### src/rtl/imem_boot_loader_if.sv
// Byte-stream input and instruction-memory write port of imem_boot_loader.
// The loader sits on the slave modport; the stream source and memory use master.
interface imem_boot_loader_if #(
    parameter int unsigned WORD_ADDR_WIDTH = 8
);
    logic [7:0]                 s_data;
    logic                       s_valid;
    logic                       s_ready;
    logic                       imem_we;
    logic [WORD_ADDR_WIDTH-1:0] imem_addr;
    logic [31:0]                imem_wdata;

    modport master (
        output s_data, s_valid,
        input  s_ready, imem_we, imem_addr, imem_wdata
    );

    modport slave (
        input  s_data, s_valid,
        output s_ready, imem_we, imem_addr, imem_wdata
    );
endinterface

### src/rtl/imem_boot_loader.sv
// Framed byte-stream program loader: writes big-endian words into instruction memory and
// holds the pipeline in reset until done. Define BOOT_CHECKSUM_EN for the trailing XOR check byte.
module imem_boot_loader #(
    parameter int unsigned WORD_ADDR_WIDTH = 8
) (
    input  logic              clk,
    input  logic              reset,
    imem_boot_loader_if.slave bus,
    output logic              core_reset,
    output logic              done,
    output logic              error
);
    localparam int unsigned DEPTH = 1 << WORD_ADDR_WIDTH;

    typedef enum logic [2:0] {
        S_HDR0,
        S_HDR1,
        S_DATA,
        S_FINISH,
        S_CHK,
        S_RUN,
        S_ERR
    } state_t;

    state_t                     r_state;
    logic [7:0]                 r_cnt_hi;
    logic [WORD_ADDR_WIDTH-1:0] r_word_idx;
    logic [WORD_ADDR_WIDTH-1:0] r_last_idx;
    logic [1:0]                 r_byte;
    logic [23:0]                r_shift;
    logic                       r_s_ready;
    logic                       r_imem_we;
    logic [WORD_ADDR_WIDTH-1:0] r_imem_addr;
    logic [31:0]                r_imem_wdata;
    logic                       r_core_reset;
    logic                       r_done;
    logic                       r_error;
`ifdef BOOT_CHECKSUM_EN
    logic [7:0]                 r_csum;
`endif

    logic        w_xfer;
    logic [15:0] w_count;
    logic        w_too_big;

    assign w_xfer    = bus.s_valid && r_s_ready;
    assign w_count   = {r_cnt_hi, bus.s_data};
    assign w_too_big = 32'(w_count) > DEPTH;

    always_ff @(posedge clk or negedge reset) begin
        if (!reset) begin
            r_state      <= S_HDR0;
            r_cnt_hi     <= '0;
            r_word_idx   <= '0;
            r_last_idx   <= '0;
            r_byte       <= '0;
            r_shift      <= '0;
            r_s_ready    <= 1'b0;
            r_imem_we    <= 1'b0;
            r_imem_addr  <= '0;
            r_imem_wdata <= '0;
            r_core_reset <= 1'b1;
            r_done       <= 1'b0;
            r_error      <= 1'b0;
`ifdef BOOT_CHECKSUM_EN
            r_csum       <= '0;
`endif
        end else begin
            r_imem_we <= 1'b0;
`ifdef BOOT_CHECKSUM_EN
            if (w_xfer && r_state != S_CHK) r_csum <= r_csum ^ bus.s_data;
`endif
            case (r_state)
                S_HDR0: begin
                    r_s_ready <= 1'b1;
                    if (w_xfer) begin
                        r_cnt_hi <= bus.s_data;
                        r_state  <= S_HDR1;
                    end
                end
                S_HDR1: if (w_xfer) begin
                    // last index is only meaningful when 1 <= N <= DEPTH
                    r_last_idx <= WORD_ADDR_WIDTH'(w_count - 16'd1);
                    if (w_too_big) begin
                        r_state   <= S_ERR;
                        r_s_ready <= 1'b0;
                        r_error   <= 1'b1;
                    end else if (w_count == '0) begin
`ifdef BOOT_CHECKSUM_EN
                        r_state      <= S_CHK;
`else
                        r_state      <= S_RUN;
                        r_s_ready    <= 1'b0;
                        r_core_reset <= 1'b0;
                        r_done       <= 1'b1;
`endif
                    end else begin
                        r_state <= S_DATA;
                    end
                end
                S_DATA: if (w_xfer) begin
                    r_byte <= r_byte + 2'd1;
                    if (r_byte == 2'd3) begin
                        r_imem_we    <= 1'b1;
                        r_imem_addr  <= r_word_idx;
                        r_imem_wdata <= {r_shift, bus.s_data};
                        if (r_word_idx == r_last_idx) begin
                            r_state   <= S_FINISH;
                            r_s_ready <= 1'b0;
                        end else begin
                            r_word_idx <= r_word_idx + WORD_ADDR_WIDTH'(1);
                        end
                    end else begin
                        r_shift <= {r_shift[15:0], bus.s_data};
                    end
                end
                S_FINISH: begin
`ifdef BOOT_CHECKSUM_EN
                    r_state      <= S_CHK;
                    r_s_ready    <= 1'b1;
`else
                    r_state      <= S_RUN;
                    r_core_reset <= 1'b0;
                    r_done       <= 1'b1;
`endif
                end
`ifdef BOOT_CHECKSUM_EN
                S_CHK: if (w_xfer) begin
                    r_s_ready <= 1'b0;
                    if (bus.s_data == r_csum) begin
                        r_state      <= S_RUN;
                        r_core_reset <= 1'b0;
                        r_done       <= 1'b1;
                    end else begin
                        r_state <= S_ERR;
                        r_error <= 1'b1;
                    end
                end
`endif
                S_RUN, S_ERR: r_s_ready <= 1'b0;
                default: begin
                    r_state   <= S_ERR;
                    r_s_ready <= 1'b0;
                    r_error   <= 1'b1;
                end
            endcase
        end
    end

    assign bus.s_ready    = r_s_ready;
    assign bus.imem_we    = r_imem_we;
    assign bus.imem_addr  = r_imem_addr;
    assign bus.imem_wdata = r_imem_wdata;
    assign core_reset     = r_core_reset;
    assign done           = r_done;
    assign error          = r_error;
endmodule

### src/flat_wrapper.sv
// flat-port wrapper written by rule: the top's interface ports become plain ports
module imem_boot_loader_flat 
#(
    parameter int unsigned WORD_ADDR_WIDTH = 8
)
  (clk, reset, core_reset, done, error, bus_s_data, bus_s_valid, bus_s_ready, bus_imem_we, bus_imem_addr, bus_imem_wdata);
  imem_boot_loader_if #(.WORD_ADDR_WIDTH(WORD_ADDR_WIDTH)) bus_i ();
  input  logic clk;
  input  logic reset;
  output logic core_reset;
  output logic done;
  output logic error;
  input wire logic [$bits(bus_i.s_data)-1:0] bus_s_data;
  input wire logic [$bits(bus_i.s_valid)-1:0] bus_s_valid;
  output wire logic [$bits(bus_i.s_ready)-1:0] bus_s_ready;
  output wire logic [$bits(bus_i.imem_we)-1:0] bus_imem_we;
  output wire logic [$bits(bus_i.imem_addr)-1:0] bus_imem_addr;
  output wire logic [$bits(bus_i.imem_wdata)-1:0] bus_imem_wdata;
  assign bus_i.s_data = bus_s_data;
  assign bus_i.s_valid = bus_s_valid;
  assign bus_s_ready = bus_i.s_ready;
  assign bus_imem_we = bus_i.imem_we;
  assign bus_imem_addr = bus_i.imem_addr;
  assign bus_imem_wdata = bus_i.imem_wdata;
  imem_boot_loader #(.WORD_ADDR_WIDTH(WORD_ADDR_WIDTH)) u_core (.clk(clk), .reset(reset), .bus(bus_i), .core_reset(core_reset), .done(done), .error(error));
endmodule
### config.mk
export PLATFORM = sky130hd
export DESIGN_NAME = imem_boot_loader_flat
export DESIGN_NICKNAME = d
export VERILOG_FILES = /design/src/rtl/imem_boot_loader_if.sv /design/src/rtl/imem_boot_loader.sv /design/src/flat_wrapper.sv
export SDC_FILE = /design/constraint.sdc
export NUM_CORES = 1
export LEC_CHECK = 0
export ABC_AREA = 1
export CORE_MARGIN = 2
export CORE_UTILIZATION = 45
export DETAILED_ROUTE_END_ITERATION = 16
export GPL_TIMING_DRIVEN = 1
export PLACE_DENSITY_LB_ADDON = 0.25
export SYNTH_ARGS = -nofsm -noshare
export SYNTH_HDL_FRONTEND = slang
export SYNTH_SLANG_ARGS = --single-unit
### constraint.sdc
create_clock -name clk -period 1.3 [get_ports clk]
set_input_delay 0.26 -clock clk [delete_from_list [all_inputs] [get_ports clk]]
set_output_delay 0.26 -clock clk [all_outputs]
set_load 0.03 [all_outputs]
[Word-level counts from Yosys, hierarchy flattened]
Cells that the tools add are included.
Cells by class
  muxes and demuxes: 28
  magnitude comparators: 1
  bitwise logic cells: 5
  eq/ne operators: 16
  reduce and logical (&&, ||, !) cells: 16
  add/sub/neg operators: 3
Operators with widths (count)
  $mux W3: 7
  $gt A16 B9 Y1 const B: 1
  $logic_not A16 Y1: 1
  $mux W1: 16
  $pmux W3 S5: 1
  $ne A2 B1 Y1 const B: 7
  $reduce_and A6 Y1: 2
  $reduce_and A3 Y1: 3
  $add A8 B1 Y8 const B: 1
  $eq A8 B8 Y1: 1
  $reduce_and A4 Y1: 2
  $sub A8 B1 Y8 const B: 1
  $eq A3 B2 Y1 const B: 2
  $eq A3 B3 Y1 const B: 2
  $pmux W1 S2: 3
  $reduce_and A2 Y1: 3
  $not A1 Y1: 5
  $reduce_or A5 Y1: 1
  $pmux W1 S4: 1
  $eq A3 B1 Y1 const B: 1
  $logic_not A3 Y1: 1
  $ne A3 B1 Y1 const B: 1
  $add A2 B1 Y2 const B: 1
  $eq A2 B2 Y1 const B: 1
  other kinds (4): 4
Storage, ports and cells
  register bits: 98
  logic and storage cells: 82
  output and inout bits: 45

[Longest topological paths before layout]
Gate-level depths: netlist of run 1.
  depth after elaboration: 5
  depth in mapped cells: 10
  mapped depth without buffers: 10

[Least setup slack after synthesis of run 1]
OpenSTA, ideal clock, no wires.
  kind: reg-to-reg
  start: register u_core.r_s_ready, in the netlist u_core.bus.s_ready
  end: register u_core.r_imem_addr[2], in the netlist u_core.bus.imem_addr[2]
  setup slack: -0.148 ns
  path buffers: 1
  data arrival time: 1.331 ns
  stages on the path, launching flop included: 9
  library setup time: 0.118 ns
  data required time: 1.182 ns
  clock period less this slack: 1.448 ns
  path through: dfrtp_1 -> nand2_2 -> nor2_1 -> inv_1 -> nor2_8 -> inv_4 -> buf_2 -> nand2_1 -> nand2_1
On the way
  word-level cells in the longest chain between the ends: 2
Ends and longest elaborated chain
  from (decl): RTL line imem_boot_loader.sv:31  | logic r_s_ready;
  from (signal assigned): RTL line imem_boot_loader.sv:58  | r_s_ready <= 1'b0;
  from (signal assigned): RTL line imem_boot_loader.sv:75  | r_s_ready <= 1'b1;
  from (signal assigned): RTL line imem_boot_loader.sv:86  | r_s_ready <= 1'b0;
  $logic_and A1 B1 Y1: RTL line imem_boot_loader.sv:46  | assign w_xfer = bus.s_valid && r_s_ready;
  $reduce_and A3 Y1 (no line)
  to (signal assigned): RTL line imem_boot_loader.sv:105  | r_imem_addr <= r_word_idx;
  to (decl): RTL line imem_boot_loader.sv:33  | logic [WORD_ADDR_WIDTH-1:0] r_imem_addr;
Every way passes these cells.
A chain may end at the register's enable or synchronous reset.

[Final worst setup path of run 1]
  start: register u_core.r_state[0]
  end: register u_core.r_shift[1]
On the way
  word-level cells in the longest chain between the ends: 2
Ends and longest elaborated chain
  from (decl): RTL line imem_boot_loader.sv:25  | state_t r_state;
  from (signal assigned): RTL line imem_boot_loader.sv:52  | r_state <= S_HDR0;
  from (signal assigned): RTL line imem_boot_loader.sv:78  | r_state <= S_HDR1;
  from (signal assigned): RTL line imem_boot_loader.sv:85  | r_state <= S_ERR;
  $eq A3 B2 Y1: RTL line imem_boot_loader.sv:73  | case (r_state)
  $reduce_and A3 Y1 (no line)
  to (signal assigned): RTL line imem_boot_loader.sv:114  | r_shift <= {r_shift[15:0], bus.s_data};
  to (decl): RTL line imem_boot_loader.sv:30  | logic [23:0] r_shift;
Every way passes these cells.

==> results of run 1 <==
cell usage in the layout (no fill, tap or decap), drive strengths merged, types with 2 or more instances in the layout:
| master | instances |
|---|---|
| clkinv | 3 |
| dfrtp | 97 |
| nor3 | 2 |
| nand4 | 4 |
| clkbuf | 13 |
| nor2 | 27 |
| dlygate4sd2 | 2 |
| clkdlybuf4s50 | 7 |
| ha | 3 |
| xnor2 | 5 |
| xor2 | 12 |
| buf | 103 |
| nand2 | 156 |
| nand3 | 7 |
| a21oi | 4 |
| inv | 62 |
| o21ai | 76 |
metal layers:
metal / up-vias / global-route usage / share of wire
met5: - / 0 / 0
met4: 0 / 0.0800 / 0.036
met3: 30 / 0.0248 / 0.041
met2: 105 / 0.319 / 0.49
met1: 1724 / 0.286 / 0.43
li1: 1723 / - / -
cells by family (layout without fill, tap and decap cells):
family	after synthesis	count (layout)	synth area share
AOI/OAI and AO/OA	83	83	0.109
xor gates and xnor gates	17	17	0.0348
adders and majority gates	3	3	0.00878
buffers and inverters	69	193	0.0782
DFF	98	98	0.574
muxes	1	1	0.00263
and+or+nand+nor	197	197	0.193
registers in the layout, indices dropped and copies added (netlist names), 2 cells and up:
signal                 cells
u_core.bus.imem_addr       8
u_core.bus.imem_wdata     32
u_core.r_byte              2
u_core.r_cnt_hi            8
u_core.r_last_idx          8
u_core.r_shift            24
u_core.r_state             3
u_core.r_word_idx          8
through the flow:
stage	worst slack, ns	total power [mW]	utilization	instances	area [sq um]
final	-0.198	5.19	0.663	721	6120
after global routing	-0.267	5.34	0.663	721	6120
after floorplan	-0.0230	3.14	-	468	4320
after detailed placement	-0.552	3.30	0.561	682	5180
after global placement	-0.545	3.30	0.561	682	5180
after CTS	-0.111	5.20	0.605	709	5590
power by group:
part / leakage, nW / switching (mW) / total [mW] / internal [mW]
clock network: 0.0994 / 1.16 / 1.94 / 0.786
logic: 1.59 / 0.119 / 0.199 / 0.0798
registers: 1.32 / 0 / 3.05 / 3.05
repair_timing:
item                                   CTS  global route
endpoints found under the hold margin   97             0
pin swaps                                7            17
setup endpoints to repair               90           101
cloned                                   6             6
hold buffers                             1             0
buffers inserted                         4             6
gates resized for setup                 85           130
final cells by class:
| cell class | count | area (sq um) | area share |
|---|---|---|---|
| timing repair buffer | 117 | 1050 | 0.171 |
| clock buffer | 10 | 138 | 0.0225 |
| tap | 129 | 161 | 0.0264 |
| inverter | 54 | 230 | 0.0376 |
| multi-input combinational | 301 | 1940 | 0.317 |
| timing repair inverter | 6 | 93.8 | 0.0153 |
| sequential | 98 | 2460 | 0.401 |
| clock inverter | 6 | 55.1 | 0.00899 |
worst min-delay path: stages:
cell	delay (ns)
dlygate4sd3_1	0.53
buf_4	0.12
buf_4	0.28
worst max-delay path by stage:
stage / cells past startpoint / startpoint / to
floorplan: 9 / u_core.r_state[0]$_DFFE_PN0P_ / u_core.bus.imem_addr[5]$_DFFE_PN0P_
global placement: 8 / bus_s_data[0] / u_core.done$_DFFE_PN0P_
detailed placement: 8 / bus_s_data[0] / u_core.done$_DFFE_PN0P_
CTS: 8 / u_core.r_state[0]$_DFFE_PN0P_ / u_core.r_shift[8]$_DFFE_PN0P_
global route: 8 / u_core.r_state[0]$_DFFE_PN0P_ / u_core.r_shift[1]$_DFFE_PN0P_
finish: 8 / u_core.r_state[0]$_DFFE_PN0P_ / u_core.r_shift[1]$_DFFE_PN0P_
==> flow_summary.toml, run 1 <==
[logic_synthesis]
ys_ff_latch = 98
synth.area.top_cells = "dfrtp_1, nand2_1, inv_1"
syn_inst = 468
yosys_warnings = 0
synth_area_sq_um = 4270
ys.flop_type = "dfrtp_1"
synth_nets = 482
synth.avg_cell_area_sq_um = 9.13
synth.distinct_cells = 30
synth_common_cells = "nand2_1, dfrtp_1, inv_1"
yosysMostFrequentCell = "nand2_1"
yosysTopAreaCell = "dfrtp_1"
synthArstFlopShare = 1.00
netlist.area_leader.share = 0.568
synth_seq_area_share = 0.574
synth-edff-count = 0

[floorplan]
rows = 35
floorplan.initialDensity = 0.463
pin_count = 56
die_w_microns = 101
core_sq_um = 9240
dieArea_sq_um = 10300
chipHeight_microns = 101

[sta]
relSlewSlack = 0.742
layout_min_cycle_time_ns = 1.50
fin_ws_ns = -0.198
rsz0062_at_grt = "true"
hold_viol = 0
whs_ns = 0.436
fin_tns_setup_ns = -10.78
maxSlewViolCount = 0
fmax_mhz = 668
clock_skew_ns = 0.0119
fin_crit_sh = 1.15
worst_pin_slew_ns = 0.387
setup_viol = 84

[global_routing]
antenna_found_initial = 0
grt_usage = 0.202
grt_pass1_vias = 3235
grt_max_degree = 77
grt_pass1_wl_microns = 16000
overflow = 0

[run_status]
violations = "setup timing"
status = "complete, but fails checks"

[critical_path]
arrival_ns = 1.75
cpMaxStageDelayCell = "dfrtp_1"
crit_chain = "inv_2 > nand2_4 > nor2_4 > buf_6 > nand3_4 > clkbuf_16 > nand2_1 > o21ai_0"
path_delay_family = "buffers and inverters"
critical_path_buf_inv_count = 3
rrSetupSlack_ns = -0.20
cp-end-kind = "flop"
critical_path_class = "reg2reg"
r2r-start = "u_core.r_state[0]$_DFFE_PN0P_"
ff2ff_path_depth = 8
crit_fanout = 7
cp_data_required_time_ns = 1.56
reg2reg_to = "u_core.r_shift[1]$_DFFE_PN0P_"
critPathLaunchType = "flop"
max_stage_delay_ns = 0.42

[placed_design]
port_buffers = 55
hpwlAfterDp_microns = 6120
place.gp.congestion = 0.862

[cells_and_area]
nNetsFinal = 601
num_antenna_cells = 0
n_fill_cell = 712
drive_gt1_frac = 0.443
area_growth_pct = 43.3

[clock_tree]
clk_latency_ns = 0.38
clock-root-buffer = "clkbuf_8"
cts_tree = "done"
cts.htree.levels = 3
clkSinkCount = 98
clk_pin_slew_ns = 0.10
cts_buffers = 9
clockBufferDepth = 2

[min_path]
hp-class = "in2async"

[detailed_routing]
antenna_left = 0
firstDrtPassIters = 4
drc = 0
drtIter0Drc = 169
wire_per_inst_microns = 15.6
vias_per_cell = 4.97
wl_microns = 11200
dr_total_vias = 3582

[power]
p_per_area_nw_per_um2 = 847
ir_worst_vdd_v = 0.000506
p_leak_nw = 3.01

[job]
max-cap-violations = 0
No activity file was read; power rests on OpenSTA's default activity.
==> inputs of run 2 (changes only) <==
--- a/config.mk
+++ b/config.mk
@@ -8,6 +8,7 @@
 export ABC_AREA = 1
 export CORE_MARGIN = 2
 export CORE_UTILIZATION = 45
+export CTS_BUF_LIST = sky130_fd_sc_hd__clkbuf_4 sky130_fd_sc_hd__clkbuf_8
 export DETAILED_ROUTE_END_ITERATION = 16
 export GPL_TIMING_DRIVEN = 1
 export PLACE_DENSITY_LB_ADDON = 0.25
==> results of run 2 <==
The final DEF is identical to that of run 1; final timing and power are the same.
